## src/rtl/vc_eject_buffer.sv

```systemverilog
// vc_eject_buffer
//   Ejection buffer at a router output port. Incoming flits carry a one-hot
//   virtual-channel tag and are written into one FIFO per VC. Each VC is
//   drained independently by its own consumer through a valid/ready
//   handshake, so a stalled VC never blocks the others.
//
//   Optional feature: define VC_EJECT_STATS_EN to add per-VC 32-bit counters
//   of accepted flits on port stat_o.
//
// Ports
//   clk      in   single clock, rising edge
//   rstn     in   asynchronous active-low reset
//   vc_i     in   [VN]      one-hot VC tag of the incoming flit
//   data_i   in   [DW]      incoming flit payload
//   valid_i  in             incoming flit valid
//   ready_o  out            buffer accepts the presented flit
//   data_o   out  [VN]x[DW] head flit of each VC FIFO
//   valid_o  out  [VN]      per-VC FIFO non-empty
//   ready_i  in   [VN]      per-VC consumer ready
//   err_o    out            sticky flag, set by a valid flit with an illegal tag
//   stat_o   out  [VN]x32   accepted-flit count per VC (VC_EJECT_STATS_EN only)

`ifndef VN
`define VN 4
`endif
`ifndef DW
`define DW 8
`endif

module vc_eject_buffer #(
    parameter int VN    = `VN,
    parameter int DW    = `DW,
    parameter int DEPTH = 4
) (
    input  logic          clk,
    input  logic          rstn,
    input  logic [VN-1:0] vc_i,
    input  logic [DW-1:0] data_i,
    input  logic          valid_i,
    output logic          ready_o,
    output logic [DW-1:0] data_o [VN],
    output logic [VN-1:0] valid_o,
    input  logic [VN-1:0] ready_i,
`ifdef VC_EJECT_STATS_EN
    output logic [31:0]   stat_o [VN],
`endif
    output logic          err_o
);

    localparam int PW = $clog2(DEPTH);
    localparam int CW = PW + 1;

    logic          legal;
    logic [VN-1:0] full_v;
    logic [VN-1:0] pop_v;
    logic [VN-1:0] push_v;
    logic          full_sel;
    logic          pop_sel;
    logic          err_q;

    assign legal = $onehot(vc_i);

    // The tag is one-hot when legal, so AND-OR reduction selects the
    // target FIFO's flags without an index decode.
    assign full_sel = |(vc_i & full_v);
    assign pop_sel  = |(vc_i & pop_v);

    // Illegal tags are always "accepted" so the upstream port never stalls
    // on a flit that will be dropped anyway.
    assign ready_o = !legal || !full_sel || pop_sel;

    assign push_v = {VN{valid_i && ready_o && legal}} & vc_i;
    assign pop_v  = valid_o & ready_i;

    for (genvar v = 0; v < VN; v++) begin : g_vc
        logic [PW-1:0] wr_ptr_q;
        logic [PW-1:0] rd_ptr_q;
        logic [CW-1:0] cnt_q;
        logic [DW-1:0] mem_q [DEPTH];

        always_ff @(posedge clk or negedge rstn) begin
            if (!rstn) begin
                wr_ptr_q <= '0;
                rd_ptr_q <= '0;
                cnt_q    <= '0;
            end else begin
                // DEPTH is a power of two, so pointers wrap by overflow.
                if (push_v[v]) wr_ptr_q <= wr_ptr_q + 1'b1;
                if (pop_v[v])  rd_ptr_q <= rd_ptr_q + 1'b1;
                case ({push_v[v], pop_v[v]})
                    2'b10:   cnt_q <= cnt_q + 1'b1;
                    2'b01:   cnt_q <= cnt_q - 1'b1;
                    default: cnt_q <= cnt_q;
                endcase
            end
        end

        // Storage is not reset; its contents are meaningless while cnt_q is 0.
        always_ff @(posedge clk) begin
            if (push_v[v]) mem_q[wr_ptr_q] <= data_i;
        end

        // Head is a mux over storage flops: no path from data_i, and a flit
        // written this cycle becomes visible only after the clock edge.
        assign data_o[v]  = mem_q[rd_ptr_q];
        assign valid_o[v] = (cnt_q != '0);
        assign full_v[v]  = (cnt_q == CW'(DEPTH));
    end

    always_ff @(posedge clk or negedge rstn) begin
        if (!rstn) begin
            err_q <= 1'b0;
        end else if (valid_i && !legal) begin
            err_q <= 1'b1;
        end
    end

    assign err_o = err_q;

`ifdef VC_EJECT_STATS_EN
    logic [31:0] stat_q [VN];

    for (genvar v = 0; v < VN; v++) begin : g_stat
        always_ff @(posedge clk or negedge rstn) begin
            if (!rstn) begin
                stat_q[v] <= '0;
            end else if (push_v[v]) begin
                stat_q[v] <= stat_q[v] + 32'd1;
            end
        end
        assign stat_o[v] = stat_q[v];
    end
`endif

endmodule

```

## config.mk

```make
export PLATFORM = sky130hd
export DESIGN_NAME = vc_eject_buffer
export DESIGN_NICKNAME = d
export VERILOG_FILES = /design/src/rtl/vc_eject_buffer.sv
export SDC_FILE = /design/constraint.sdc
export NUM_CORES = 1
export LEC_CHECK = 0
export CORE_ASPECT_RATIO = 1.1
export CORE_MARGIN = 4
export CORE_UTILIZATION = 48
export DETAILED_ROUTE_END_ITERATION = 12
export PLACE_DENSITY = 0.76
export SETUP_SLACK_MARGIN = 0.5
export SKIP_CTS_REPAIR_TIMING = 1
export SLEW_MARGIN = 20
export SYNTH_ARGS = -nofsm -noshare
export SYNTH_HDL_FRONTEND = slang
export SYNTH_SLANG_ARGS = --single-unit
```

## constraint.sdc

```tcl
create_clock -name clk -period 4.23 [get_ports clk]
set_input_delay 1.269 -clock clk [delete_from_list [all_inputs] [get_ports clk]]
set_output_delay 1.269 -clock clk [all_outputs]
set_load 0.1 [all_outputs]
```

Yosys cells after proc, flatten, opt, wreduce, memory -nomap -nowiden
Memories as Yosys holds them, arrays and structs flattened.
Cells that the tools add are included.
W data, S select, Z words.
{ "op_classes": {"addsub": 19, "multipliers": 0, "div_mod_pow": 0, "n_lt_le_gt_ge": 0, "eq_ne": 13, "shifts": 0, "muxes": 12, "n_bitwise": 4, "reduce_logical": 17} }
{ "op_table": {"columns": ["op", "n"], "rows": [
  ["$pmux W3 S2", 4],
  ["$add A2 B1 Y2 const B", 8],
  ["$and A4 B4 Y4", 4],
  ["$add A3 B1 Y3 const B", 4],
  ["$eq A3 B3 Y1 const B", 4],
  ["$reduce_bool A3 Y1", 4],
  ["$sub A3 B1 Y3 const B", 4],
  ["$eq A2 B1 Y1 const B", 4],
  ["$eq A2 B2 Y1 const B", 4],
  ["$mux W1", 8],
  ["$reduce_bool A2 Y1", 4],
  ["$reduce_or A4 Y1", 2],
  ["$add A1 B1 Y2", 2],
  ["$add A2 B2 Y3", 1],
  ["$eq A3 B1 Y1 const B", 1],
  ["$logic_and A1 B1 Y1", 3],
  ["$logic_not A1 Y1", 2],
  ["$logic_or A1 B1 Y1", 2]
]} }
{ "word_totals": {"register_bits": 29, "latchBits": 0, "ramBits": 128, "mem_bits_ro": 0, "inputBits": 19, "out_inout_bits": 38, "wordCells": 82, "mem_count": 4} }
{ "mem_list": {"columns": ["name", "depth", "width", "rd", "rd_clocked_by_memory_dff", "write_ports", "line_no", "rtl"], "rows": [
  ["g_vc[0].mem_q", 4, 8, 1, 0, 1, "79", "logic [DW-1:0] mem_q [DEPTH];"],
  ["g_vc[1].mem_q", 4, 8, 1, 0, 1, "79", null],
  ["g_vc[2].mem_q", 4, 8, 1, 0, 1, "79", null],
  ["g_vc[3].mem_q", 4, 8, 1, 0, 1, "79", null]
]} }

Logic depth before layout (Yosys ltp)
{ "depth": {"depth_word": 11, "ltp_mapped": 16, "ltp_nobuf": 16} }

Worst setup path before layout
OpenSTA, ideal clock, no wires.
{ "synth_path": {"path_type": "input port to output port", "startpoint": "input port vc_i[0]", "endpoint": "output port ready_o", "t_arrival_ns": 3.346, "required_time_ns": 2.961, "path_slack_ns": -0.385, "cell_stages": 9, "n_path_buf": 0, "path_cell_list": "inv_1 fa_1 inv_1 ha_1 ha_1 nor2_1 nand2_1 a221oi_4 nand2_1"} }
{ "synth_between": {"elab_chain_len": 6, "elab_cells_between_ends": 11, "cone_classes": "add/sub: 2; eq/ne: 1; bitwise: 2; reduce/logical: 6"} }
{ "synth_rtl": {"columns": ["item", "line_no", "rtl"], "rows": [
  ["from (decl)", "37", "input logic [VN-1:0] vc_i,"],
  ["$add A1 B1 Y2 (implied by the code)", "61", "assign legal = $onehot(vc_i);"],
  ["$add A2 B2 Y3 (implied by the code)", "61", null],
  ["$eq A3 B1 Y1", "61", null],
  ["$logic_not A1 Y1", "70", "assign ready_o = !legal || !full_sel || pop_sel;"],
  ["$logic_or A1 B1 Y1", "70", null],
  ["$logic_or A1 B1 Y1 (*)", "70", null],
  ["to (decl)", "40", "output logic ready_o,"]
]} }
Mark *: on every way between the ends. The rest lies on a longest branch, timed or not.

Final worst setup path
{ "layout_path": {"startpoint": "input port vc_i[1]", "endpoint": "output port ready_o"} }
The elaborated chain is that of the path after synthesis.

==> results.sh <==
export IMPL_status="complete, but fails checks"
export IMPL_violations="negative setup slack"
export IMPL_ys_async_sr_fraction_pct=18.5
export IMPL_fin_crit_ns=4.29
export IMPL_setup_viol=1
export IMPL_layout_area_overhead_vs_synth_pct=22.3
export IMPL_totalWireLength_um=11600
export IMPL_die_width_um=119
export IMPL_cts_tree="built"
export IMPL_synthXorXnorAreaFrac_pct=3.25
export IMPL_detail_route_antenna_nets=0
export IMPL_synth_edff_count=128
export IMPL_seq_area_mm2=0.00457
export IMPL_drc=0
export IMPL_core_mm2=0.0132
export IMPL_relSlewSlack_pct=34.5
export IMPL_cts_made_buffers=17
export IMPL_numPortBuffers=56
export IMPL_initial_core_util_pct=48.9
export IMPL_drv_slew=0
export IMPL_synth_top_family_by_area="multiplexers"
export IMPL_nFillCells=970
export IMPL_worstSetupStartpointType="primary input"
export IMPL_fin_skew_ns=0.00784
export IMPL_synth_compound_area_share_pct=1.59
export IMPL_cpMostUsedCell="ha_4"
export IMPL_gp_congestion=0.746
export IMPL_multi_input_area_mm2=0.00179
export IMPL_drv_cap=0
export IMPL_vias_per_cell=5.29
export IMPL_synth_simple_gate_area_share_pct=3.95
export IMPL_grt_overflow_total=0
export IMPL_synth_avg_cell_area_um2=19.1
export IMPL_cp_num_buf_inv=4
export IMPL_rsz0062_at_grt="yes"
export IMPL_crit_path_cell_trace="buf_8, inv_4, fa_1, inv_2, ha_4, ha_4, nor2_4, nand2_2, a221oi_4, nand2_4, buf_12"
export IMPL_drtIter0Drc=242
export IMPL_dr_pass1_iters=7
export IMPL_die_area_mm2=0.0154
export IMPL_synth_adder_area_share_pct=5.80
export IMPL_antenna_cells=0
export IMPL_critPathArrivalTime_ns=3.02
export IMPL_end_kind="output pin"
export IMPL_io_pins=57
export IMPL_cts_buffer_depth=2
export IMPL_rrSetupSlack_ns=1.26
export IMPL_netlist_area_mm2=0.00647
export IMPL_wire_per_inst_um=19.4
export IMPL_vias=3149
export IMPL_drive_above_1_share_pct=32.7
export IMPL_syn_num_nets=385
export IMPL_clkTransAtPathRegs_ns=0.06
export IMPL_gr_usage_all_layers_pct=16.2
export IMPL_clk_latency_ns=0.41
export IMPL_grt_pass1_wl_um=18400
export IMPL_finalCritPeriodShare_pct=102
export IMPL_fmax_mhz=233
export IMPL_yosysUniqueCellTypes=28
export IMPL_cts_root_buf="clkbuf_16"
export IMPL_synthMuxAreaShare_pct=12.5
export IMPL_crit_fanout=2
export IMPL_slowest_delay_ns=0.55
export IMPL_first_global_vias=3401
export IMPL_worstMarginPinSlew_ns=0.980
export IMPL_yosysSeqAreaShare_pct=70.7
export IMPL_critPathRequiredTime_ns=2.96
export IMPL_h_tree_depth=4
export IMPL_antenna_found_initial=0
export IMPL_cts_sinks=157
export IMPL_crit_type="in -> out"
export IMPL_synth_seq_cells=157
export IMPL_slowest_stage="fa_1"
export IMPL_yosysWarnings=0
export IMPL_core_rowCount=44
export IMPL_crit_family="adder cells"
export IMPL_dp_hpwl_um=7490
export IMPL_setup_ws_ns=-0.0638
export IMPL_netlist_instances=339
export IMPL_finalSetupTns_ns=-0.0638
export IMPL_nets=467
export IMPL_hp_class="reg -> reg"
export IMPL_grt_start_max_net_pins=30
export IMPL_fp_dieH_um=130
export IMPL_hold_violations=0
export IMPL_ys_flop_type="edfxtp_1"
final cells by class:
type / count / share of cell area (%)
inverters: 29 / 1.50
well taps: 161 / 2.55
repair buffers: 73 / 7.83
clock buffers: 24 / 5.96
multi-input cells: 143 / 22.6
flip-flops and latches: 157 / 57.8
clock inverters: 8 / 1.76
per-layer routing:
metal,GRT usage (%),wire (µm)
met5,0,0
met4,7.23,121
met3,4.51,657
met2,26.6,5990
met1,20.4,4800
placed cells by master, fill, tap and decap left out, types with 4 or more instances in the layout:
| cell type | netlist | routed |
|---|---|---|
| a21oi_1 | 5 | 5 |
| and2_2 | 16 | 16 |
| buf_4 | 0 | 49 |
| bufinv_16 | 0 | 4 |
| clkbuf_1 | 5 | 5 |
| clkbuf_16 | 0 | 17 |
| clkdlybuf4s50_1 | 0 | 20 |
| dfrtp_1 | 29 | 29 |
| edfxtp_1 | 128 | 128 |
| fa_1 | 5 | 5 |
| ha_1 | 22 | 20 |
| inv_1 | 29 | 26 |
| mux2_2 | 4 | 4 |
| mux2i_1 | 4 | 4 |
| mux4_2 | 32 | 32 |
| nand2_1 | 6 | 4 |
| nand3_1 | 4 | 4 |
| nor2_1 | 5 | 4 |
| xnor2_1 | 12 | 12 |
| xor2_1 | 12 | 12 |
Yosys cell counts, types with 4 or more instances:
cell type  count  area share [%]
a21oi_1        5            0.39
and2_2        16             1.9
buf_1          4            0.23
clkbuf_1       5            0.29
dfrtp_1       29              11
edfxtp_1     128              59
fa_1           5             1.5
ha_1          22             4.3
inv_1         29             1.7
mux2_2         4            0.70
mux2i_1        4            0.62
mux4_2        32              11
nand2_1        6            0.35
nand3_1        4            0.31
nor2_1         5            0.29
xnor2_1       12             1.6
xor2_1        12             1.6
registers in the layout (all words and copies together), names as in the netlist:
name / count
err_o: 1
g_vc.rd_ptr_q: 8
g_vc.wr_ptr_q: 8
g_vc.cnt_q: 12
g_vc.mem_q: 128
cell families after synthesis:
| logic type | after synthesis |
|---|---|
| XOR/XNOR | 24 |
| multiplexers | 40 |
| AO/OA/AOI/OAI | 12 |
| AND/OR/NAND/NOR | 40 |
| adder cells (fa/ha/maj) | 27 |
| flip-flops | 157 |
| buffers and inverters | 39 |
path summary, 6_finish.rpt:
| check | start | endpoint | cells past startpoint |
|---|---|---|---|
| min in group asynchronous | rstn | g_vc[3].cnt_q[2] | 2 |
| worst max-delay path | vc_i[1] | ready_o | 11 |
| worst min-delay path | err_o | err_o | 1 |
| max in group asynchronous | rstn | g_vc[2].cnt_q[2] | 2 |
| worst min register to register | err_o | err_o | 1 |
| worst max register to register | g_vc[0].cnt_q[0] | g_vc[0].cnt_q[2] | 12 |
through the flow:
stage / worst slack (ns) / area (µm²) / cells / util (%) / hold WS, ns
3_5_place_dp: -0.730 / 7260 / 562 / 54.9 / 0.450
6_report: -0.0638 / 7910 / 595 / 59.9 / 0.468
3_3_place_gp: -0.652 / 7260 / 562 / 54.9 / 0.447
5_1_grt: -0.136 / 7910 / 595 / 59.9 / 0.494
4_1_cts: -0.735 / 7870 / 594 / 59.5 / 0.467
2_1_floorplan: -0.0505 / 6480 / 339 / - / 0.464
Power is not shown: default switching activity piles up to over one toggle a cycle in this logic, so the estimate is an artifact.
